--- src/rtl/watch_pkg.sv ---
// Shared definitions for the digital-watch controller and datapath.
package watch_pkg;

    localparam int unsigned MS_PER_S      = 1000;
    localparam int unsigned BLINK_HALF_MS = 500;

    typedef enum logic [1:0] {
        RUN,
        SET_HOURS,
        SET_MINUTES,
        SET_SECONDS
    } state_t;

    // One clean command per button, as seen by the watch FSM
    typedef struct packed {
        logic mode;
        logic add;
        logic sub;
    } btn_cmd_t;

    function automatic int unsigned ms_to_cycles(input int unsigned clk_hz);
        return clk_hz / MS_PER_S;
    endfunction

endpackage

--- src/rtl/btn_conditioner.sv ---
// One push-button path: 2-FF sync, ms-tick debounce, press pulse and optional auto-repeat.
// Auto-repeat logic exists only when WATCH_CTRL_AUTOREPEAT_EN is defined.
module btn_conditioner
    import watch_pkg::*;
#(
    parameter int unsigned DEBOUNCE_MS      = 20,
    parameter int unsigned REPEAT_DELAY_MS  = 500,
    parameter int unsigned REPEAT_PERIOD_MS = 100,
    parameter bit          REPEAT_ALLOW     = 1'b1
) (
    input  logic clock,
    input  logic reset,
    input  logic ms_tick,
    input  logic btn_raw,
    output logic held,
    output logic press_c,
    output logic repeat_c
);

    localparam int unsigned DB_W = $clog2(DEBOUNCE_MS + 1);

    if (DEBOUNCE_MS == 0 || REPEAT_PERIOD_MS == 0 ||
        (REPEAT_ALLOW && REPEAT_PERIOD_MS > REPEAT_DELAY_MS)) begin : g_bad_cfg
        $error("btn_conditioner: invalid debounce/repeat configuration");
    end

    logic            sync1;
    logic            sync2;
    logic            deb;
    logic            deb_d;
    logic [DB_W-1:0] db_cnt;

    // Synchroniser and debounce: a differing level must survive DEBOUNCE_MS ticks
    always_ff @(posedge clock) begin
        if (reset) begin
            sync1  <= 1'b0;
            sync2  <= 1'b0;
            deb    <= 1'b0;
            deb_d  <= 1'b0;
            db_cnt <= '0;
        end else begin
            sync1 <= btn_raw;
            sync2 <= sync1;
            deb_d <= deb;
            if (sync2 == deb) begin
                db_cnt <= '0;
            end else if (ms_tick) begin
                if (db_cnt == DB_W'(DEBOUNCE_MS - 1)) begin
                    deb    <= sync2;
                    db_cnt <= '0;
                end else begin
                    db_cnt <= db_cnt + DB_W'(1);
                end
            end
        end
    end

    assign held    = deb;
    assign press_c = deb & ~deb_d;

`ifdef WATCH_CTRL_AUTOREPEAT_EN
    localparam int unsigned HOLD_W = $clog2(REPEAT_DELAY_MS + 1);

    logic [HOLD_W-1:0] hold_cnt;
    logic              rep_q;

    // After the first repeat the counter is rewound so later repeats land every period
    always_ff @(posedge clock) begin
        if (reset || !deb) begin
            hold_cnt <= '0;
            rep_q    <= 1'b0;
        end else begin
            rep_q <= 1'b0;
            if (ms_tick) begin
                if (hold_cnt == HOLD_W'(REPEAT_DELAY_MS - 1)) begin
                    hold_cnt <= HOLD_W'(REPEAT_DELAY_MS - REPEAT_PERIOD_MS);
                    rep_q    <= REPEAT_ALLOW;
                end else begin
                    hold_cnt <= hold_cnt + HOLD_W'(1);
                end
            end
        end
    end

    // Gate with the live level so a release cuts off a repeat already in flight
    assign repeat_c = rep_q & deb;
`else
    assign repeat_c = 1'b0;
`endif

endmodule

--- src/rtl/watch_ctrl.sv ---
// Watch timebase (1 Hz strobe, 500 ms blink) and arbitrated button commands.
// Define WATCH_CTRL_AUTOREPEAT_EN to enable add/sub auto-repeat.
module watch_ctrl
    import watch_pkg::*;
#(
    parameter int unsigned CLK_HZ           = 100_000_000,
    parameter int unsigned DEBOUNCE_MS      = 20,
    parameter int unsigned REPEAT_DELAY_MS  = 500,
    parameter int unsigned REPEAT_PERIOD_MS = 100
) (
    input  logic clock,
    input  logic reset,
    input  logic btn_mode_raw,
    input  logic btn_add_raw,
    input  logic btn_sub_raw,
    output logic pulse_1hz,
    output logic pulse_500ms,
    output logic mode_button,
    output logic add_button,
    output logic sub_button
);

    localparam int unsigned CYC_PER_MS = ms_to_cycles(CLK_HZ);
    localparam int unsigned PRE_W      = (CYC_PER_MS > 1) ? $clog2(CYC_PER_MS) : 1;
    localparam int unsigned MS_W       = $clog2(MS_PER_S);

    if (CLK_HZ < MS_PER_S || (CLK_HZ % MS_PER_S) != 0) begin : g_bad_clk
        $error("watch_ctrl: CLK_HZ must be a non-zero multiple of 1000");
    end

    logic [PRE_W-1:0] pre_cnt;
    logic [MS_W-1:0]  ms_cnt;
    logic             ms_tick;

    assign ms_tick = (pre_cnt == PRE_W'(CYC_PER_MS - 1));

    // ms prescaler, ms-of-second counter and the two timebase outputs
    always_ff @(posedge clock) begin
        if (reset) begin
            pre_cnt     <= '0;
            ms_cnt      <= '0;
            pulse_1hz   <= 1'b0;
            pulse_500ms <= 1'b0;
        end else begin
            pre_cnt     <= ms_tick ? '0 : pre_cnt + PRE_W'(1);
            pulse_500ms <= (ms_cnt < MS_W'(BLINK_HALF_MS));
            pulse_1hz   <= 1'b0;
            if (ms_tick) begin
                if (ms_cnt == MS_W'(MS_PER_S - 1)) begin
                    ms_cnt    <= '0;
                    pulse_1hz <= 1'b1;
                end else begin
                    ms_cnt <= ms_cnt + MS_W'(1);
                end
            end
        end
    end

    logic mode_press, mode_rep, mode_held_unused;
    logic add_press, add_rep, add_held;
    logic sub_press, sub_rep, sub_held;

    btn_conditioner #(
        .DEBOUNCE_MS      (DEBOUNCE_MS),
        .REPEAT_DELAY_MS  (REPEAT_DELAY_MS),
        .REPEAT_PERIOD_MS (REPEAT_PERIOD_MS),
        .REPEAT_ALLOW     (1'b0)
    ) u_mode (
        .clock    (clock),
        .reset    (reset),
        .ms_tick  (ms_tick),
        .btn_raw  (btn_mode_raw),
        .held     (mode_held_unused),
        .press_c  (mode_press),
        .repeat_c (mode_rep)
    );

    btn_conditioner #(
        .DEBOUNCE_MS      (DEBOUNCE_MS),
        .REPEAT_DELAY_MS  (REPEAT_DELAY_MS),
        .REPEAT_PERIOD_MS (REPEAT_PERIOD_MS),
        .REPEAT_ALLOW     (1'b1)
    ) u_add (
        .clock    (clock),
        .reset    (reset),
        .ms_tick  (ms_tick),
        .btn_raw  (btn_add_raw),
        .held     (add_held),
        .press_c  (add_press),
        .repeat_c (add_rep)
    );

    btn_conditioner #(
        .DEBOUNCE_MS      (DEBOUNCE_MS),
        .REPEAT_DELAY_MS  (REPEAT_DELAY_MS),
        .REPEAT_PERIOD_MS (REPEAT_PERIOD_MS),
        .REPEAT_ALLOW     (1'b1)
    ) u_sub (
        .clock    (clock),
        .reset    (reset),
        .ms_tick  (ms_tick),
        .btn_raw  (btn_sub_raw),
        .held     (sub_held),
        .press_c  (sub_press),
        .repeat_c (sub_rep)
    );

    btn_cmd_t evt_c;

    // Holding add and sub together freezes repeats; presses still go to arbitration
    always_comb begin
        evt_c      = '0;
        evt_c.mode = mode_press | mode_rep;
        evt_c.add  = add_press | (add_rep & ~(add_held & sub_held));
        evt_c.sub  = sub_press | (sub_rep & ~(add_held & sub_held));
    end

    // mode wins outright; a simultaneous add and sub cancel each other
    always_ff @(posedge clock) begin
        if (reset) begin
            mode_button <= 1'b0;
            add_button  <= 1'b0;
            sub_button  <= 1'b0;
        end else begin
            mode_button <= evt_c.mode;
            add_button  <= evt_c.add & ~evt_c.mode & ~evt_c.sub;
            sub_button  <= evt_c.sub & ~evt_c.mode & ~evt_c.add;
        end
    end

endmodule

--- config.mk ---
export PLATFORM = sky130hd
export DESIGN_NAME = watch_ctrl
export DESIGN_NICKNAME = d
export VERILOG_FILES = /design/src/rtl/watch_pkg.sv /design/src/rtl/btn_conditioner.sv /design/src/rtl/watch_ctrl.sv
export SDC_FILE = /design/constraint.sdc
export NUM_CORES = 1
export LEC_CHECK = 0
export CAP_MARGIN = 10
export CORE_MARGIN = 2
export CORE_UTILIZATION = 35
export CTS_BUF_LIST = sky130_fd_sc_hd__clkbuf_4
export CTS_CLUSTER_SIZE = 24
export DETAILED_ROUTE_END_ITERATION = 8
export DONT_BUFFER_PORTS = 1
export PLACE_DENSITY = 0.49
export SYNTH_ARGS = -nofsm -noshare
export SYNTH_HDL_FRONTEND = slang
export SYNTH_SLANG_ARGS = --single-unit
--- constraint.sdc ---
create_clock -name clock -period 1.7 [get_ports clock]
set_input_delay 0.085 -clock clock [delete_from_list [all_inputs] [get_ports clock]]
set_output_delay 0.085 -clock clock [all_outputs]
set_load 0.1 [all_outputs]
==> impl_results.md, run 1 <==
* Crit path launch type: flop
* GRT Overall Usage at 15.1%
* Post-synth EDFFs at 0
* Clock power share at 38.0%
* CP Data Required Time at 2.00 ns
* H-tree Lvls at 3
* Post-Syn Instances at 313
* CP arrival at 1.94 ns
* Maximum vdd drop at 0.000309 V
* Worst Setup End Kind: flop
* CTS Buf Count at 9
* Seq/Total Area, Yosys at 43.4%
* R2R Path Start: pre_cnt[1]
* Reg2reg path depth at 6
* Layer with the highest usage: met2
* Drt pass-1 iters at 4
* Clock slew at reported path FFs at 0.10 ns
* Crit-path max FO at 14
* Initial DRC Count at 98
* Static Leakage at 1.31 nW
* Max frequency at 608 MHz
* Worst hold path endpoint: ms_cnt[1]
* Xor/xnor share of the synthesized area at 5.15%
* Top post-synthesis cells by area: dfxtp_1 (43%), nand3_1 (5.3%), nand2_1 (4.8%)
* Final period util at 96.8%
* Yosys reg bits at 59
* Register area at 1190 um^2
* Comb pwr share at 5.6%
* Sw frac at 23.3%
* Area share of fa/ha/maj cells after synthesis at 2.30%
* Post-Syn Nets at 323
* Cell variety after synth at 46
* Synth top area share at 43.4%
* Hold path cells at 3
* Clock latency at the later pin of the worst-skew pair at 0.41 ns
* Post-route antenna net violation count at 0
* Setup violations, final at 0
* Rel. slew slack at 72.0%
* Final nets at 374
* Die X at 92.2 um
* Status: completed
* Final max-slew violation count at 0
* Layout cell share with drive strength beyond 1 at 21.5%
* Final Skew at 0.0150 ns
* CTS root buffer: clkbuf_4
* Internal power at 1.94 mW
* Total wire length at 6.10 mm
* # IOs at 10
* Port bufs at 0
* Area Growth Syn to Fin at 25.4%
* Global Route met3 Usage at 3.29%
* Clock Tree Buf Depth at 2
* CTS sink cnt at 59
* Synth warnings at 0
* Remaining global-route overflow at 0
* GR Layer Usage met1 at 20.8%
* Synth cell count leaders: dfxtp_1 (59), nand2_1 (35), nand3_1 (29)
* R2R Setup Slk at 0.05 ns
* DIE AREA at 8490 um^2
* Critical setup path kind: flop to flop
* Largest family of logic cells by synthesized area: simple AND/OR/NAND/NOR gates
* Via density at 5.00
* Filler instances at 768
* Vias in the first global route at 2,116
* Initial antenna violation count at 0
* Most used DFF post-synth: dfxtp_1
* Area of the multi-input gates at 1470 um^2
* Global-route wire length before repair at 10.0 mm
* Initial Util at 35.8%
* Worst Hold Launch: reset
* DP HPWL at 3.98 mm
* Critical R2R Capture: u_sub.held
* Fraction of synthesized area in multiplexers at 0.828%
* Yosys top cell by area: dfxtp_1
* Die Y at 92.2 um
* # diodes at 0
* Final design area excluding fillers at 3410 um^2
* Placed cell areas at 3100 um^2
* Cell Pwr Density at 741 nW/um^2
* Cell Area, Synth at 2720 um^2
* Total power at 2.53 mW
* DRC at 0
* Detailed-route via count at 2,351
* Max_cap viols at 0
* Most common cell in the netlist: dfxtp_1
* Worst min path class: input pin to flop
* WL per Instance at 13.0 um
* Asr flop ratio synth at 0%
* Syn avg cell area at 8.69 um^2
* GPL Wtd Cong at 0.760
* Row Count at 32
* Core Footprint at 7610 um^2
* Simple-gate portion of the synthesized area at 33.6%
* NetSw at 589 uW
* Flop pwr share at 56.5%
* CTS tree: yes
* Largest net degree at the start of global routing at 35
* Global Route met2 Usage at 22.0%
* Fin crit period at 1.65 ns
* Measured slew at the worst slew-check pin at 0.419 ns
* Final hold vios at 0
* Synth Area in Compound Gates at 10.5%
==> repair_timing <==
action	4_1_cts	5_1_grt
hold buffers	8	0
buffers inserted	2	4
pin swaps	0	5
endpoints found under the setup margin	8	26
gates resized for setup	2	11
gates cloned	0	1
hold endpoints to repair	41	0
==> flip-flops by register name, indices dropped and copies added, names as in the netlist, 5 cells and up <==
name / cells
u_add.db_cnt: 5
pre_cnt: 17
ms_cnt: 10
u_mode.db_cnt: 5
u_sub.db_cnt: 5
==> cell usage in the layout (no fill, tap or decap), drive strengths merged, types with 2 or more instances in the layout <==
| master | synthesis | final |
|---|---|---|
| or2 | 3 | 3 |
| and3 | 6 | 6 |
| ha | 5 | 5 |
| dfxtp | 59 | 59 |
| nor2b | 18 | 18 |
| nand3 | 29 | 29 |
| a31o | 2 | 2 |
| xor2 | 7 | 7 |
| xnor2 | 9 | 9 |
| o21ai | 2 | 2 |
| nand2 | 35 | 35 |
| o311ai | 6 | 6 |
| dlygate4sd3 | 0 | 7 |
| nor4b | 4 | 4 |
| or3 | 5 | 5 |
| inv | 13 | 13 |
| o31ai | 2 | 2 |
| nor2 | 28 | 28 |
| nand2b | 2 | 2 |
| buf | 7 | 45 |
| mux2 | 2 | 2 |
| nor3 | 6 | 6 |
| nor4 | 3 | 3 |
| and4 | 5 | 5 |
| a21oi | 14 | 14 |
| clkbuf | 6 | 11 |
| o41ai | 2 | 2 |
| or4 | 6 | 6 |
| clkinv | 0 | 3 |
| nand4 | 10 | 11 |
| o211ai | 8 | 8 |
==> kinds of logic (layout without fill, tap and decap cells) <==
kind of cell / Yosys count / in the layout
AOI/OAI and AO/OA: 41 / 41
xor gates and xnor gates: 16 / 16
adders and majority gates: 5 / 5
buffers and inverters: 26 / 80
DFF: 59 / 59
muxes: 2 / 2
and+or+nand+nor: 164 / 165
==> worst max path at each step <==
| stage | from | endpoint | slack, ns | cells past startpoint |
|---|---|---|---|---|
| 6_report | pre_cnt[1] | u_sub.held | 0.05 | 6 |
| 4_1_cts | pre_cnt[1] | u_sub.db_cnt[3] | 0.003 | 5 |
| 2_1_floorplan | pre_cnt[0] | u_add.db_cnt[3] | 0.009 | 7 |
| 5_1_grt | pre_cnt[6] | u_add.held | -0.006 | 6 |
| 3_5_place_dp | pre_cnt[1] | ms_cnt[8] | -0.03 | 5 |
| 3_3_place_gp | pre_cnt[1] | u_add.db_cnt[3] | 0.02 | 5 |
==> worst max-delay path: stages, from the launching register on <==
cell     delay (ns)
dfxtp_2        0.34
ha_2           0.18
and4_4         0.27
and4_4         0.26
buf_12         0.14
nand2_1        0.06
mux2_1         0.30
==> power groups by stage <==
| stage | combinational [mW] | clock, mW | sequential, mW |
|---|---|---|---|
| 5_1_grt | 0.156 | 1.08 | 1.43 |
| 2_1_floorplan | 0.0636 | 0 | 1.47 |
| 3_5_place_dp | 0.106 | 0 | 1.46 |
| 3_3_place_gp | 0.108 | 0 | 1.46 |
| 6_report | 0.140 | 0.960 | 1.43 |
| 4_1_cts | 0.136 | 1.00 | 1.43 |
==> routing by layer <==
metal  routed length (um)  part of all wire [%]
met1                 3120                    51
met2                 2680                    44
met3                  178                   2.9
met4                  130                   2.1
met5                    0                     0
==> cell type report <==
| class | instances | area share (%) |
|---|---|---|
| well taps | 102 | 3.74 |
| repair buffers | 52 | 13.2 |
| inverters | 13 | 1.43 |
| clock inverters | 4 | 1.25 |
| multi-input cells | 229 | 43.2 |
| clock buffers | 11 | 2.42 |
| flip-flops and latches | 59 | 34.8 |
==> metrics by stage <==
step / setup slack [ns] / cells / hold slack (ns) / util, % / TNS (ns)
3_5_place_dp: -0.0263 / 440 / 0.162 / 40.7 / -0.108
5_1_grt: -0.00551 / 470 / 0.0629 / 44.8 / -0.00999
3_3_place_gp: 0.0151 / 440 / 0.160 / 40.7 / 0
4_1_cts: 0.00318 / 465 / 0.0306 / 43.8 / 0
6_report: 0.0539 / 470 / 0.0566 / 44.8 / 0
2_1_floorplan: 0.00877 / 313 / 0.213 / - / 0
Note: power is estimated with default switching activity, not from simulation.
==> run 2: changes to the inputs <==
ABC_AREA = 1   (was unset)
==> run 2 against run 1 <==
Synthesized area up 7.0%. Global-route usage increased by 0.25 points. Critical path depth rose by 2. Sequential power about the same. Clock-buffer cell count fell by 2. Largest cell class unchanged.
==> impl_results.md, run 2 <==
* Layout cell share with drive strength beyond 1 at 15.0% (-6.5 points)
* DRC at 0 (unchanged)
* Drt pass-1 iters at 4 (unchanged)
* Row Count at 33 (+3.1%)
* CTS sink cnt at 59 (unchanged)
* Setup TNS at 0 ns (unchanged)
* Clock slew at reported path FFs at 0.12 ns (+0.02 ns)
* Via density at 4.59 (-8.2%)
* GRT Overall Usage at 15.3% (+0.25 points)
* Maximum vdd drop at 0.000372 V (+20%)
* Hold Worst Slack at 0.0390 ns (-0.0176 ns)
* Status: completed
* Largest register by flop count: pre_cnt
* Max reg flops at 17 (unchanged)
* Area Growth Syn to Fin at 12.4%
* Initial DRC Count at 121 (+23%)
* Die X at 95.2 um (+3.3%)
* GPL Wtd Cong at 0.805 (+6.0%)
* Port bufs at 0 (unchanged)
* # IOs at 10 (unchanged)
* Most used DFF post-synth: dfxtp_1
* Total wire length at 6.13 mm (+0.41%)
* CP arrival at 1.83 ns (-0.11 ns)
* Yosys top cell by area: dfxtp_1
* Final hold vios at 0 (unchanged)
* Setup violations, final at 0 (unchanged)
* Synth cell count leaders: nand2_1 (101), nor2_1 (69), dfxtp_1 (59)
* Initial antenna violation count at 0 (unchanged)
* Final Skew at 0.0181 ns (+0.00312 ns)
* Top post-synthesis cells by area: dfxtp_1 (41%), nand2_1 (13%), nor2_1 (8.9%)
* Largest net degree at the start of global routing at 19 (-46%)
* Die Y at 95.2 um (+3.3%)
* Asr flop ratio synth at 0% (unchanged)
* Crit-path max FO at 10 (-4)
* Register area at 1180 um^2 (-0.53%)
* Static Leakage at 1.21 nW (-7.9%)
* Post-synth EDFFs at 0 (unchanged)
* Initial Util at 35.8% (about the same)
* Clock Tree Buf Depth at 2 (unchanged)
* CP cell instances: ha_1, nand2_1, nor2_4, nand2_1, nor2_4, nand2_4, o21ai_1, a21oi_1
* H-tree Lvls at 3 (unchanged)
* CTS tree: yes
* Final nets at 445 (+19%)
* Worst path slowest cell: dfxtp_1
* Global-route wire length before repair at 10.6 mm (+5.5%)
* Worst Setup End Kind: flop
* Filler instances at 886 (+15%)
* Commonest non-fill, non-tap cell in the layout: nand2_1
* CTS Buf Count at 9 (unchanged)
* Crit path launch type: flop
* Area of the multi-input gates at 1490 um^2 (+0.85%)
* Top flop regs: pre_cnt x17, ms_cnt x10
* Core Footprint at 8130 um^2 (+6.9%)
* Yosys reg bits at 59 (unchanged)
* CTS root buffer: clkbuf_4
* Vias in the first global route at 2,304 (+8.9%)
* Synth top area share at 40.6% (-2.8 points)
* DIE AREA at 9060 um^2 (+6.7%)
* RSZ-0062 raised after global routing: no
* Post-Syn Instances at 415 (+33%)
* Setup Buffers After CTS at 0 (-2)
* Final period util at 90.2% (-6.6 points)
* # diodes at 0 (unchanged)
* DP HPWL at 4.25 mm (+6.6%)
* Detailed-route via count at 2,502 (+6.4%)
* Placed cell areas at 3080 um^2 (-0.52%)
* Final max-slew violation count at 0 (unchanged)
* WL per Instance at 11.2 um (-13%)
* Rel. slew slack at 44.3% (-28 points)
* Most frequent cells in the layout: nand2_1 (101), nor2_1 (68), dfxtp_1 (59)
* Remaining global-route overflow at 0 (unchanged)
* Max frequency at 652 MHz (+7.3%)
* Syn avg cell area at 7.01 um^2 (-19%)
* Seq/Total Area, Yosys at 40.6% (-2.8 points)
* Clock latency at the later pin of the worst-skew pair at 0.42 ns (about the same)
* Critical setup path kind: flop to flop
* Cell Pwr Density at 769 nW/um^2 (+3.8%)
* Cells after DPL at 525 (+19%)
* Post-place setup slack at 0.149 ns (+0.175 ns)
* Max_cap viols at 0 (unchanged)
* CP peak stage delay at 0.36 ns (+0.02 ns)
* Measured slew at the worst slew-check pin at 0.832 ns (+0.413 ns)
* Synth warnings at 0 (unchanged)
* Post-Syn Nets at 425 (+32%)
* Most common cell in the netlist: nand2_1
* Cell Area, Synth at 2910 um^2 (+7.0%)
* Worst min path class: input pin to flop
* Final design area excluding fillers at 3270 um^2 (-4.1%)
* CP Data Required Time at 2.00 ns (about the same)
* Cell variety after synth at 32 (-30%)
* Post-route antenna net violation count at 0 (unchanged)
* Post-Layout Cell Count at 545 (+16%)
* Fin crit period at 1.53 ns (-0.112 ns)
* Fin worst setup slack at 0.166 ns (+0.112 ns)
[run 2: cell count changes in the layout (fill, tap and decap cells not counted), sizes merged, moves of 8 or more]
| cell | previous run | this run |
|---|---|---|
| nor2b | 18 | 0 |
| o21ai | 2 | 11 |
| nand2 | 35 | 111 |
| a21oi | 14 | 32 |
| inv | 13 | 51 |
| buf | 45 | 13 |
| nor2 | 28 | 75 |
| o211ai | 8 | 0 |
[run 2: stage by stage]
step / power, mW / utilization, %
floorplan: 1.48 / -
global placement: 1.48 / 37.9
detailed placement: 1.48 / 37.9
CTS: 2.55 / 40.2
global route: 2.63 / 40.2
finish: 2.52 / 40.2
[run 2: per-layer routing]
layer  track usage, %  part of all wire (%)  vias to the layer above  wire [um]
met2             22.9                    44                       29       2680
met4             6.64                   1.9                        0        114
met1             20.4                    51                     1108       3130
met5                0                     0                        -          0
li1                 -                     -                     1356          -
met3             4.66                   3.4                        9        209
[run 2: critical path: cells and delay by family, from the launching register on]
family                   cells  cell delay [ns]
adder cells (fa/ha/maj)      1             0.17
AND/OR/NAND/NOR              5             0.57
flip-flops                   1             0.36
AO/OA/AOI/OAI                2             0.31
[run 2: repair_timing]
| action | in CTS | in global routing |
|---|---|---|
| gates resized for setup | 0 | 2 |
| setup endpoints to repair | 0 | 7 |
| hold buffers | 4 | 0 |
| endpoints found under the hold margin | 22 | 0 |
[run 2: where the power goes]
part | total, mW | internal [mW] | switching [mW]
clock | 1.05 | 0.457 | 0.591
combinational | 0.0649 | 0.0204 | 0.0444
sequential | 1.40 | 1.40 | 0.00669
total | 2.52 | 1.87 | 0.643
[run 2: logic make-up (layout without fill, tap and decap cells)]
group	Yosys count	count (layout)	share of synthesized area, %
adders and majority gates	5	5	2.15
buffers and inverters	58	83	8.47
and+or+nand+nor	235	235	36.6
xor gates and xnor gates	14	14	4.21
AOI/OAI and AO/OA	44	44	8.00
DFF	59	59	40.6
[run 2: cell type report]
| cell class | instances | share of cell area [%] |
|---|---|---|
| tap | 105 | 4.02 |
| clock buffer | 9 | 2.07 |
| inverter | 50 | 5.81 |
| timing repair buffer | 17 | 4.21 |
| sequential | 59 | 36.1 |
| multi-input combinational | 298 | 45.4 |
| clock inverter | 7 | 2.37 |
[run 2: final timing paths]
kind                     start            to  slack, ns  depth (start not counted)
setup / recovery    pre_cnt[0]     ms_cnt[9]       0.17                          8
hold / removal           reset    u_add.held       0.04                          3
setup reg to reg    pre_cnt[0]     ms_cnt[9]       0.17                          8
hold reg to reg   u_mode.sync1  u_mode.sync2       0.41                          2
